`config.mk`:
```
export PLATFORM = sky130hd
export DESIGN_NAME = dmem_lsu
export DESIGN_NICKNAME = d
export VERILOG_FILES = /design/src/rtl/dmem_lsu.sv
export SDC_FILE = /design/constraint.sdc
export NUM_CORES = 1
export LEC_CHECK = 0
export ABC_AREA = 1
export CORE_ASPECT_RATIO = 1.1
export CORE_MARGIN = 2
export CORE_UTILIZATION = 47
export DETAILED_ROUTE_END_ITERATION = 16
export GPL_ROUTABILITY_DRIVEN = 0
export GPL_TIMING_DRIVEN = 0
export PLACE_DENSITY = 0.87
export SETUP_SLACK_MARGIN = 0.3
export SLEW_MARGIN = 20
export SYNTH_ARGS = -nofsm -noshare
export SYNTH_HDL_FRONTEND = slang
export SYNTH_SLANG_ARGS = --single-unit
export TNS_END_PERCENT = 5
```
`constraint.sdc`:
```
create_clock -name clk -period 2.1 [get_ports clk]
set_input_delay 0.315 -clock clk [delete_from_list [all_inputs] [get_ports clk]]
set_output_delay 0.315 -clock clk [all_outputs]
set_load 0.01 [all_outputs]
```
`src/rtl/dmem_lsu.sv`:
```
// Load/store unit driving a word-wide data memory port.
// Sub-word stores are read-modify-write; loads are lane-selected and extended.
module dmem_lsu #(
  parameter int unsigned DMEM_WORDS = 32
) (
  input  logic        clk,
  input  logic        rst,
  input  logic        req_valid,
  output logic        req_ready,
  input  logic        req_write,
  input  logic [1:0]  req_size,
  input  logic        req_unsigned,
  input  logic [31:0] req_addr,
  input  logic [31:0] req_wdata,
  output logic        rsp_valid,
  output logic [31:0] rsp_rdata,
  output logic        rsp_fault,
  output logic [31:0] mem_addr,
  output logic        mem_write,
  output logic [31:0] mem_wdata,
  input  logic [31:0] mem_rdata
);

  typedef enum logic [2:0] {StIdle, StIssue, StCapture, StWrite, StResp} state_e;

  state_e      state_q, state_d;
  logic        write_q, write_d;
  logic [1:0]  size_q, size_d;
  logic        uns_q, uns_d;
  logic [1:0]  lane_q, lane_d;
  logic [15:0] wdata_q, wdata_d;
  logic        fault_q, fault_d;
  logic [31:0] addr_q, addr_d;
  logic [31:0] mem_wdata_q, mem_wdata_d;
  logic [31:0] rdata_q, rdata_d;

  logic        accept;
  logic        req_fault;
  logic [7:0]  byte_sel;
  logic [15:0] half_sel;
  logic [31:0] load_val;
  logic [31:0] merged;

  assign accept = (state_q == StIdle) && req_valid;

  always_comb begin
    req_fault = (req_size == 2'b11) ||
                ((req_size == 2'b01) && req_addr[0]) ||
                ((req_size == 2'b10) && (req_addr[1:0] != 2'b00)) ||
                ({2'b00, req_addr[31:2]} >= DMEM_WORDS);
  end

  // Lane extraction and merge both work on the word returned in CAPTURE.
  always_comb begin
    byte_sel = mem_rdata[{lane_q, 3'b000} +: 8];
    half_sel = lane_q[1] ? mem_rdata[31:16] : mem_rdata[15:0];
    case (size_q)
      2'b00:   load_val = uns_q ? {24'h0, byte_sel} : {{24{byte_sel[7]}}, byte_sel};
      2'b01:   load_val = uns_q ? {16'h0, half_sel} : {{16{half_sel[15]}}, half_sel};
      default: load_val = mem_rdata;
    endcase
    merged = mem_rdata;
    if (size_q == 2'b00) begin
      merged[{lane_q, 3'b000} +: 8] = wdata_q[7:0];
    end else begin
      merged[{lane_q[1], 4'b0000} +: 16] = wdata_q[15:0];
    end
  end

  always_comb begin
    state_d = state_q;
    unique case (state_q)
      StIdle: begin
        if (req_valid) begin
          if (req_fault) begin
            state_d = StResp;
          end else if (req_write && (req_size == 2'b10)) begin
            state_d = StWrite;
          end else begin
            state_d = StIssue;
          end
        end
      end
      StIssue:   state_d = StCapture;
      StCapture: state_d = write_q ? StWrite : StResp;
      StWrite:   state_d = StResp;
      StResp:    state_d = StIdle;
      default:   state_d = StIdle;
    endcase
  end

  always_comb begin
    write_d     = write_q;
    size_d      = size_q;
    uns_d       = uns_q;
    lane_d      = lane_q;
    wdata_d     = wdata_q;
    fault_d     = fault_q;
    addr_d      = addr_q;
    mem_wdata_d = mem_wdata_q;
    rdata_d     = rdata_q;
    if (accept) begin
      write_d     = req_write;
      size_d      = req_size;
      uns_d       = req_unsigned;
      lane_d      = req_addr[1:0];
      wdata_d     = req_wdata[15:0];
      fault_d     = req_fault;
      addr_d      = {2'b00, req_addr[31:2]};
      // Word stores go straight to WRITE, so the full word is staged here.
      mem_wdata_d = req_wdata;
      rdata_d     = 32'h0;
    end else if (state_q == StCapture) begin
      if (write_q) begin
        mem_wdata_d = merged;
      end else begin
        rdata_d = load_val;
      end
    end
  end

  always_ff @(posedge clk) begin
    if (rst) begin
      state_q     <= StIdle;
      write_q     <= 1'b0;
      size_q      <= 2'b00;
      uns_q       <= 1'b0;
      lane_q      <= 2'b00;
      wdata_q     <= 16'h0;
      fault_q     <= 1'b0;
      addr_q      <= 32'h0;
      mem_wdata_q <= 32'h0;
      rdata_q     <= 32'h0;
    end else begin
      state_q     <= state_d;
      write_q     <= write_d;
      size_q      <= size_d;
      uns_q       <= uns_d;
      lane_q      <= lane_d;
      wdata_q     <= wdata_d;
      fault_q     <= fault_d;
      addr_q      <= addr_d;
      mem_wdata_q <= mem_wdata_d;
      rdata_q     <= rdata_d;
    end
  end

  // Gating with rst keeps a reset cycle from committing a write or a response.
  assign req_ready = (state_q == StIdle) && !rst;
  assign rsp_valid = (state_q == StResp) && !rst;
  assign rsp_fault = rsp_valid && fault_q;
  assign rsp_rdata = rdata_q;
  assign mem_addr  = addr_q;
  assign mem_write = (state_q == StWrite) && !rst;
  assign mem_wdata = mem_wdata_q;

endmodule

```
Yosys cells after proc, flatten, opt, wreduce, memory -nomap -nowiden
Index checks and enable logic that the tools add are counted.
Cells by class
  equal/unequal tests: 9
  multiply operators: 0
  shifts and indexed selects: 5
  divide/modulo/power cells: 0
  reduce and logical (&&, ||, !) cells: 20
  bitwise logic cells: 1
  add/sub/neg operators: 2
  multiplexer cells: 15
  $lt $le $gt $ge: 1
Operators by type and width (number)
  2-to-1 mux 32 bit: 6
  bitwise mux 32 bit: 2
  one-hot mux 32 bit (2 select lines): 1
  variable shift 16 x 7 -> 32 bit (first input constant): 1
  variable shift 8 x 7 -> 32 bit (first input constant): 1
  indexed part select 16 x 7 -> 32 bit: 1
  indexed part select 32 x 6 -> 8 bit: 1
  indexed part select 8 x 7 -> 32 bit: 1
  >= comparator 30 x 6 -> 1 bit (second input constant): 1
  2-to-1 mux 16 bit: 1
  negation 5 -> 7 bit: 2
  one-hot mux 3 bit (4 select lines): 1
  2-to-1 mux 3 bit: 3
  logical AND 1 bit: 8
  == test 3 x 2 -> 1 bit (second input constant): 2
  nonzero test 2 bit: 3
  == test 2 x 1 -> 1 bit (second input constant): 2
  == test 2 bit (second input constant): 2
  AND reduction 2 bit: 2
  == test 3 x 1 -> 1 bit (second input constant): 1
  == test 3 bit (second input constant): 1
  logical NOT 3 bit: 1
  logical OR 1 bit: 3
  logical NOT 2 bit: 1
  5 further kinds: 5
Storage, ports and cells
  register bits after elaboration: 120
  latch bits: 0
  RAM bits: 0
  logic and storage cells: 63
  memories kept: 0
  bits in read-only memories: 0

Logic depth before layout (Yosys ltp)
Gate-level depths: netlist (run 1).
  depth after elaboration: 8
  gate-level depth with buffers: 11
  depth with buffers taken out: 9

Worst setup path before layout (run 1)
No wires, ideal clock.
  kind: register to register
  from: register lane_q[1]
  to: register mem_wdata_q[29] (netlist: mem_wdata[29])
  library setup time: 0.121 ns
  arrival time: 1.780 ns
  cell stages (with the launch flop): 12
  required time: 1.979 ns
  path slack: 0.198 ns
  cells stage by stage: dfxtp_1 buf_2 inv_1 buf_2 ha_1 clkbuf_1 buf_2 nor2_1 nand2_1 nor2_1 o211ai_1 a21oi_2
On the way
  longest elaborated chain between the ends: 7
  elaborated cells on any way between the ends: 12
  classes of those cells: add/sub: 2; shift: 4; mux: 6
Ends and longest elaborated chain
  from (decl): line 30  | logic [1:0] lane_q, lane_d;
  from (signal assigned): line 139  | lane_q <= lane_d;
  negation 5 -> 7 bit, on equally long branches: line 66, 64
  indexed part select 16 x 7 -> 32 bit (tied with other cells): line 66  | merged[{lane_q[1], 4'b0000} +: 16] = wdata_q[15:0];
  bitwise mux 32 bit, on equally long branches: line 66, 64
  2-to-1 mux 32 bit *: line 63  | if (size_q == 2'b00) begin
  2-to-1 mux 32 bit *: line 114  | if (write_q) begin
  2-to-1 mux 32 bit *: line 113  | end else if (state_q == StCapture) begin
  2-to-1 mux 32 bit *: line 102  | if (accept) begin
  to (signal assigned): line 143  | mem_wdata_q <= mem_wdata_d;
  to (decl): line 34  | logic [31:0] mem_wdata_q, mem_wdata_d;
Every way passes the cells marked *; elsewhere a longest branch is shown, timed or not. The select of a mux whose other input is x is not followed.
A chain may end at the register's enable or synchronous reset.

Worst setup path in the final report (run 1)
  from: register lane_q[0]
  to: register mem_wdata_q[16] (netlist: mem_wdata[16])
On the way
  longest elaborated chain between the ends: 7
  elaborated cells on any way between the ends: 8
  classes of those cells: add/sub: 1; shift: 2; mux: 5
Ends and longest elaborated chain
  negation 5 -> 7 bit *: line 64  | merged[{lane_q, 3'b000} +: 8] = wdata_q[7:0];
  indexed part select 8 x 7 -> 32 bit / variable shift 8 x 7 -> 32 bit (equally long branches): line 64
  bitwise mux 32 bit *: line 64
  2-to-1 mux 32 bit *: line 63
  2-to-1 mux 32 bit *: line 114
  2-to-1 mux 32 bit *: line 113
  2-to-1 mux 32 bit *: line 102
Marked as above.

==> results of run 1 <==
metal layers:
layer,share of wire,vias to the layer above,track usage
li1,-,3652,-
met1,0.38,3343,0.369
met2,0.47,478,0.501
met3,0.11,97,0.0840
met4,0.042,0,0.132
met5,0,-,0
flip-flops by register name (all words and copies together) (netlist names):
name       flops
mem_wdata     32
rsp_rdata     32
mem_addr      30
wdata_q       16
state_q        3
lane_q         2
size_q         2
fault_q        1
uns_q          1
write_q        1
power groups by stage:
stage                     logic (W)  clock network (W)  registers, W
after floorplan            0.000749                  0       0.00256
after global placement      0.00143                  0       0.00252
after detailed placement    0.00145                  0       0.00252
after CTS                   0.00146            0.00297       0.00248
after global routing        0.00164            0.00310       0.00250
final                       0.00151            0.00296       0.00248
tightest hold or removal path, delay by kind of cell:
kind | cells | cell delay, ns
AO/OA/AOI/OAI | 2 | 0.22
buffers and inverters | 2 | 0.21
cells by family after synthesis:
family | share of synthesized area
AND/OR/NAND/NOR | 0.234
buffers and inverters | 0.110
AO/OA/AOI/OAI | 0.275
adder cells (fa/ha/maj) | 0.00965
flip-flops | 0.371
other | 0.000578
final cells by class:
cell class                 count  area, µm²  area share
buffer                        69        390      0.0416
clock buffer                  20        447      0.0476
clock inverter                12        151      0.0161
inverter                      92        353      0.0376
multi-input combinational    675       3400       0.362
sequential                   120       2400       0.256
tap                          188        235      0.0251
timing repair buffer         201       2010       0.214
layout by cell type, fill, tap and decap left out, types with 26 or more instances in the layout:
cell type          n
buf_2             26
dfxtp_1          118
inv_1             82
nand2_1          215
o211ai_1          39
nor2_1            71
a21oi_1          106
o21ai_1           35
clkdlybuf4s50_1  196
o21ai_0           90
worst min-delay path by stage:
stage                     start  slack (ns)           to
global route                rst        0.41      fault_q
CTS                         rst        0.36      fault_q
global placement    mem_addr[8]        0.45  mem_addr[8]
finish                      rst        0.37      fault_q
floorplan             req_write        0.45      write_q
detailed placement  mem_addr[1]        0.45  mem_addr[1]
per-stage QoR:
stage	cells	hold slack [ns]	total power, W	setup WS (ns)
5_1_grt	1377	0.409	0.00723	0.0172
4_1_cts	1375	0.365	0.00692	0.0308
3_5_place_dp	1343	0.453	0.00397	-0.211
2_1_floorplan	956	0.450	0.00331	0.236
3_3_place_gp	1343	0.452	0.00395	-0.171
6_report	1377	0.366	0.00696	0.0581
repair_timing:
item,in CTS,in global routing
setup buffers,0,2
resized for setup,10,13
setup endpoints to repair,36,36
pin swaps,0,1
==> metrics.csv, run 1 <==
stage;metric;value;unit
status;status;finished, final reports clean;
setup_path;critical path depth;8;
cells_and_area;share of cells above drive strength 1;0.107;
worst_hold_path;hold depth;4;
power;Comb pwr share;0.218;
logic_synthesis;most frequent cell after synthesis;nand2_1;
clock_network;cts bufs inserted;17;
setup_path;worst-path maximum fanout;9;
die;core box area;13600;µm²
clock_network;Hold-fix buffers, CTS;0;
clock_network;CTS H-tree lvls;4;
sta;Tcrit/Tclk final;0.972;
cells_and_area;Final Cell Area;9380;µm²
sta;min Tclk post-route;2.04;ns
logic_synthesis;Post-synth ARST share;0;
logic_synthesis;Post-Synthesis Cells;955;
power;maximum VDD drop;0.000534;V
setup_path;FF-to-FF path depth;8;
route;drt initial violations;664;
logic_synthesis;Most used DFF post-synth;dfxtp_1;
route;DRC;0;
logic_synthesis;top cells by count, synth;nand2_1, dfxtp_1, a21oi_1;
setup_path;Reg-to-Reg Start;lane_q[0];
cells_and_area;diode count;0;
logic_synthesis;Warnings, synthesis;0;
setup_path;crit path from;lane_q[0];
setup_path;capture point of the worst reg-to-reg path;mem_wdata[16];
global_route;pin count of the biggest net entering global routing;17;
worst_hold_path;class of the worst hold path;primary input to flip-flop;
setup_path;max incr delay on CP;0.37;ns
setup_path;Worst path slowest cell;dfxtp_1;
die;Die ar.;14800;µm²
power;Seq pwr share;0.357;
logic_synthesis;register area share after synthesis;0.371;
cells_and_area;Synth-to-Final Area Change;44.7;%
setup_path;Worst Setup End Kind;flip-flop;
sta;setup TNS after final layout;0;ns
sta;Worst Skew;0.00934;ns
place;Port Buffers;199;
sta;max-slew violation count;0;
global_route;GRT Overall Usage;0.303;
clock_network;Clock Latency Late Sink;0.42;ns
power;PD cells;742;nW/µm²
route;vias post-DR;7570;
global_route;grt total ovfl;0;
setup_path;crit-path cells;inv_1, ha_1, clkbuf_1, inv_1, a21oi_1, nand2_1, nand3_1, a31oi_1;
logic_synthesis;share of the synthesized area in the top cell type;0.371;
power;Sw Ratio;0.289;
cells_and_area;Final Core Density;0.689;
setup_path;CP Capture Point;mem_wdata[16];
clock_network;clock sink count;120;
die;IO Pins;203;
sta;# setup viols final;0;
die;DIE HEIGHT;127;µm
power;clock network power share;0.425;
sta;fmax;0.490;GHz
setup_path;FF-to-FF setup slack;0.06;ns
flow_run;max_cap viols;0;
route;DRT antenna net count;0;
sta;RSZ-0062 raised after global routing;yes;
power;Static Leak;3.84;nW
setup_path;CP startpoint kind;flip-flop;
logic_synthesis;Syn Area/Cell;6.79;µm²
sta;Worst Tran Pin Value;0.569;ns
logic_synthesis;register bit total from synthesis;120;
logic_synthesis;Yosys top cell by area;dfxtp_1;
setup_path;Critical Path RT;2.40;ns
setup_path;crit path DAT;2.35;ns
cells_and_area;fill cell count;1163;
place;Post-DP HPWL;17100;µm
die;chip width;116;µm
setup_path;most used cell, CP;inv_1;
cells_and_area;fin nets;1284;
global_route;vias in the first global route;7008;
power;NetSw;0.00201;W
sta;Slew Limit Headroom;0.621;
clock_network;CTS tree;built;
route;drt first pass iters;6;
sta;Final Hold Fails;0;
route;final wirelength;22500;µm
logic_synthesis;Mapped Area;6480;µm²
place;DP Area;8720;µm²
logic_synthesis;synth unique cells;36;
setup_path;Crit Path Class;flip-flop to flip-flop;
setup_path;buffers and inverters on the worst path;3;
global_route;first-pass GRT wire length;35200;µm
route;DR WL/cell;16.3;µm
global_route;antenna violations before repair;0;
logic_synthesis;EDFF count, synth;0;
clock_network;clock root buffer;clkbuf_16;
power;Pint;0.00495;W
route;Vias/cell;5.50;
die;Rows;45;
die;Starting Density;0.476;
setup_path;CP delay by family, top;buffers and inverters;
clock_network;Reg clk slew, reported paths;0.06;ns
logic_synthesis;Synth area leaders;dfxtp_1, nand2_1, a21oi_1, o21ai_0, inv_1;
clock_network;Max Root-Sink Buffers;2;
No activity file was read; power rests on OpenSTA's default activity.
==> run 2: changes to the inputs <==
Settings changed: ABC_AREA 1 to default, CORE_UTILIZATION 47 to 45, PLACE_DENSITY 0.87 to 0.86.
==> run 2 against run 1 <==
Net effect:
- via count fell by 15%
- flip-flop and latch count did not move
- utilization rose by 3.5 points
- design area fell by 6.3%
- worst hold slack improved by 0.067 ns
- fmax rose by 9.9%
- non-clock buffer count rose by 6
- sequential share of layout area rose by 1.8 points
- clock skew fell by 0.0041 ns
- die area fell by 8.5%
- critical path type unchanged
- critical endpoint is now mem_wdata[8]
==> metrics.csv, run 2 <==
stage;metric;value;unit;change
status;status;finished, final reports clean;;
place;Post-DP HPWL;15000;µm;-12%
sta;Tcrit/Tclk final;0.884;;-0.0880
route;DRC;0;;unchanged
logic_synthesis;Post-Synthesis Cells;668;;-30%
cells_and_area;Synth-to-Final Area Change;55.2;%;
clock_network;cts bufs inserted;17;;unchanged
clock_network;Max Root-Sink Buffers;2;;unchanged
logic_synthesis;Yosys top cell by area;dfxtp_1;;
route;DR WL/cell;20.0;µm;+23%
sta;setup TNS after final layout;0;ns;unchanged
sta;Slew Limit Headroom;0.513;;-0.108
logic_synthesis;share of the synthesized area in the top cell type;0.424;;+0.0536
route;vias post-DR;6443;;-15%
setup_path;worst-path maximum fanout;8;;-1
route;DRT antenna net count;0;;unchanged
cells_and_area;fin cells;1073;;-22%
clock_network;CTS tree;built;;
route;final wirelength;21500;µm;-4.3%
setup_path;Critical Path RT;2.42;ns;+0.02 ns
global_route;GRT Overall Usage;0.295;;-0.00804
global_route;antenna violations before repair;0;;unchanged
setup_path;capture point of the worst reg-to-reg path;mem_wdata[8];;
clock_network;Reg clk slew, reported paths;0.05;ns;about the same
setup_path;crit path DAT;2.18;ns;-0.17 ns
setup_path;CP startpoint kind;flip-flop;;
sta;final hold slack;0.433;ns;+0.0669 ns
power;maximum VDD drop;0.000558;V;+4.4%
logic_synthesis;most frequent cell after synthesis;nand2_1;;
cells_and_area;commonest non-fill, non-tap cell in the layout;clkdlybuf4s50_1;;
global_route;vias in the first global route;6066;;-13%
clock_network;Hold-fix buffers, CTS;0;;unchanged
route;drt initial violations;623;;-6.2%
logic_synthesis;Mapped Area;5660;µm²;-13%
clock_network;clock root buffer;clkbuf_16;;
place;DP Area;7860;µm²;-9.9%
place;Port Buffers;199;;unchanged
worst_hold_path;class of the worst hold path;primary input to flip-flop;;
die;DIE HEIGHT;122;µm;-4.3%
logic_synthesis;Most used DFF post-synth;dfxtp_1;;
sta;Final Hold Fails;0;;unchanged
flow_run;max_cap viols;0;;unchanged
clock_network;Clock Latency Late Sink;0.41;ns;about the same
die;Starting Density;0.467;;-0.00924
logic_synthesis;Syn Area/Cell;8.48;µm²;+25%
global_route;pin count of the biggest net entering global routing;17;;unchanged
place;dpl ws;-0.172;ns;+0.0392 ns
sta;min Tclk post-route;1.86;ns;-0.185 ns
setup_path;Crit Path Class;flip-flop to flip-flop;;
setup_path;crit path from;lane_q[1];;
route;drt first pass iters;8;;+2
die;Rows;42;;-6.7%
global_route;grt total ovfl;0;;unchanged
logic_synthesis;Post-synth ARST share;0;;unchanged
logic_synthesis;EDFF count, synth;0;;unchanged
setup_path;FF-to-FF path depth;8;;unchanged
logic_synthesis;Synth area leaders;dfxtp_1, nand2_1, a21oi_1, a221oi_1, o221ai_1;;
power;Static Leak;3.24;nW;-16%
power;PD cells;723;nW/µm²;-2.5%
cells_and_area;fill cell count;878;;-25%
cells_and_area;commonest cells after routing, fill and taps aside;clkdlybuf4s50_1, nand2_1, dfxtp_1;;
logic_synthesis;top cells by count, synth;nand2_1, dfxtp_1, a21oi_1;;
die;core box area;12100;µm²;-11%
cells_and_area;share of cells above drive strength 1;0.151;;+0.0444
cells_and_area;fin nets;1014;;-21%
setup_path;FF-to-FF setup slack;0.24;ns;+0.18 ns
logic_synthesis;register area share after synthesis;0.424;;+0.0536
cells_and_area;diode count;0;;unchanged
sta;RSZ-0062 raised after global routing;yes;;
route;Vias/cell;6.00;;+9.2%
global_route;first-pass GRT wire length;31500;µm;-11%
logic_synthesis;register bit total from synthesis;120;;unchanged
logic_synthesis;Warnings, synthesis;0;;unchanged
sta;Worst Tran Pin Value;0.730;ns;+0.161 ns
setup_path;Worst Setup End Kind;flip-flop;;
logic_synthesis;synth unique cells;53;;+47%
sta;Worst Skew;0.00528;ns;-0.00406 ns
sta;max-slew violation count;0;;unchanged
sta;fmax;0.538;GHz;+9.9%
sta;# setup viols final;0;;unchanged
clock_network;CTS H-tree lvls;4;;unchanged
setup_path;CP Capture Point;mem_wdata[8];;
die;Die ar.;13500;µm²;-8.5%
die;IO Pins;203;;unchanged
sta;post-route setup slack;0.243;ns;+0.185 ns
place;dpl cells;1022;;-24%
clock_network;clock sink count;120;;unchanged
cells_and_area;Final Cell Area;8790;µm²;-6.3%
setup_path;Reg-to-Reg Start;lane_q[1];;
die;chip width;111;µm;-4.3%
## run 2: cell count changes after synthesis, moves of 30 or more
cell	previous run	this run
a221oi_1	0	38
inv_1	83	12
nand2_1	216	149
nor2_1	76	24
o211ai_1	39	9
o21ai_0	90	27
o21ai_1	35	0
o221ai_1	1	33
## run 2: through the flow
step	utilization	total power, W
after detailed placement	0.647	0.00350
after CTS	0.700	0.00627
after floorplan	-	0.00294
after global placement	0.647	0.00348
after global routing	0.724	0.00654
final	0.724	0.00635
## run 2: per-layer routing
| layer | part of all wire | GRT usage | routed length (µm) | vias up |
|---|---|---|---|---|
| li1 | - | - | - | 2935 |
| met1 | 0.39 | 0.365 | 8280 | 2986 |
| met2 | 0.47 | 0.489 | 10200 | 439 |
| met3 | 0.098 | 0.0776 | 2110 | 83 |
| met4 | 0.041 | 0.130 | 884 | 0 |
| met5 | 0 | 0 | 0 | - |
## run 2: worst min path at each step
stage / from / endpoint / slack [ns] / cells past startpoint
6_report: rst / state_q[2] / 0.43 / 3
5_1_grt: req_addr[5] / mem_addr[3] / 0.46 / 3
4_1_cts: rst / state_q[2] / 0.40 / 3
3_5_place_dp: mem_addr[9] / mem_addr[9] / 0.45 / 2
3_3_place_gp: mem_addr[10] / mem_addr[10] / 0.44 / 2
2_1_floorplan: wdata_q[10] / wdata_q[10] / 0.45 / 2
## run 2: cell families after synthesis
family | synth area share
simple gates | 0.176
mux | 0.0537
flops | 0.424
fa+ha+maj | 0.0110
compound gates | 0.273
buf+inv | 0.0607
other cells | 0.000662
## run 2: report_power, final
part           internal, W  switching (W)  total, W
Combinational     0.000531       0.000536   0.00107
Clock              0.00176        0.00104   0.00280
Sequential         0.00239      0.0000943   0.00249
Total              0.00469        0.00167   0.00635
## run 2: final cells by class
class | instances | area (µm²) | area share
plain buffers | 58 | 323 | 0.0367
clock buffers | 23 | 458 | 0.0521
clock inverters | 9 | 100 | 0.0114
inverters | 14 | 60.1 | 0.00683
multi-input cells | 477 | 3100 | 0.353
flip-flops and latches | 120 | 2410 | 0.274
well taps | 154 | 193 | 0.0219
repair buffers | 218 | 2140 | 0.244
## run 2: critical path, cell delays in order (launching register included)
cell        delay (ns)
dfxtp_4           0.37
buf_8             0.13
clkinvlp_4        0.15
ha_4              0.36
nand2_4           0.06
nor3_4            0.20
buf_6             0.16
a221oi_1          0.08
a211oi_1          0.25
## run 2: timing repair
item	in CTS	in global routing
gates cloned	0	1
resized for setup	22	46
hold endpoints to repair	0	0
buffers inserted	3	15
endpoints found under the setup margin	62	78
pin swaps	3	7
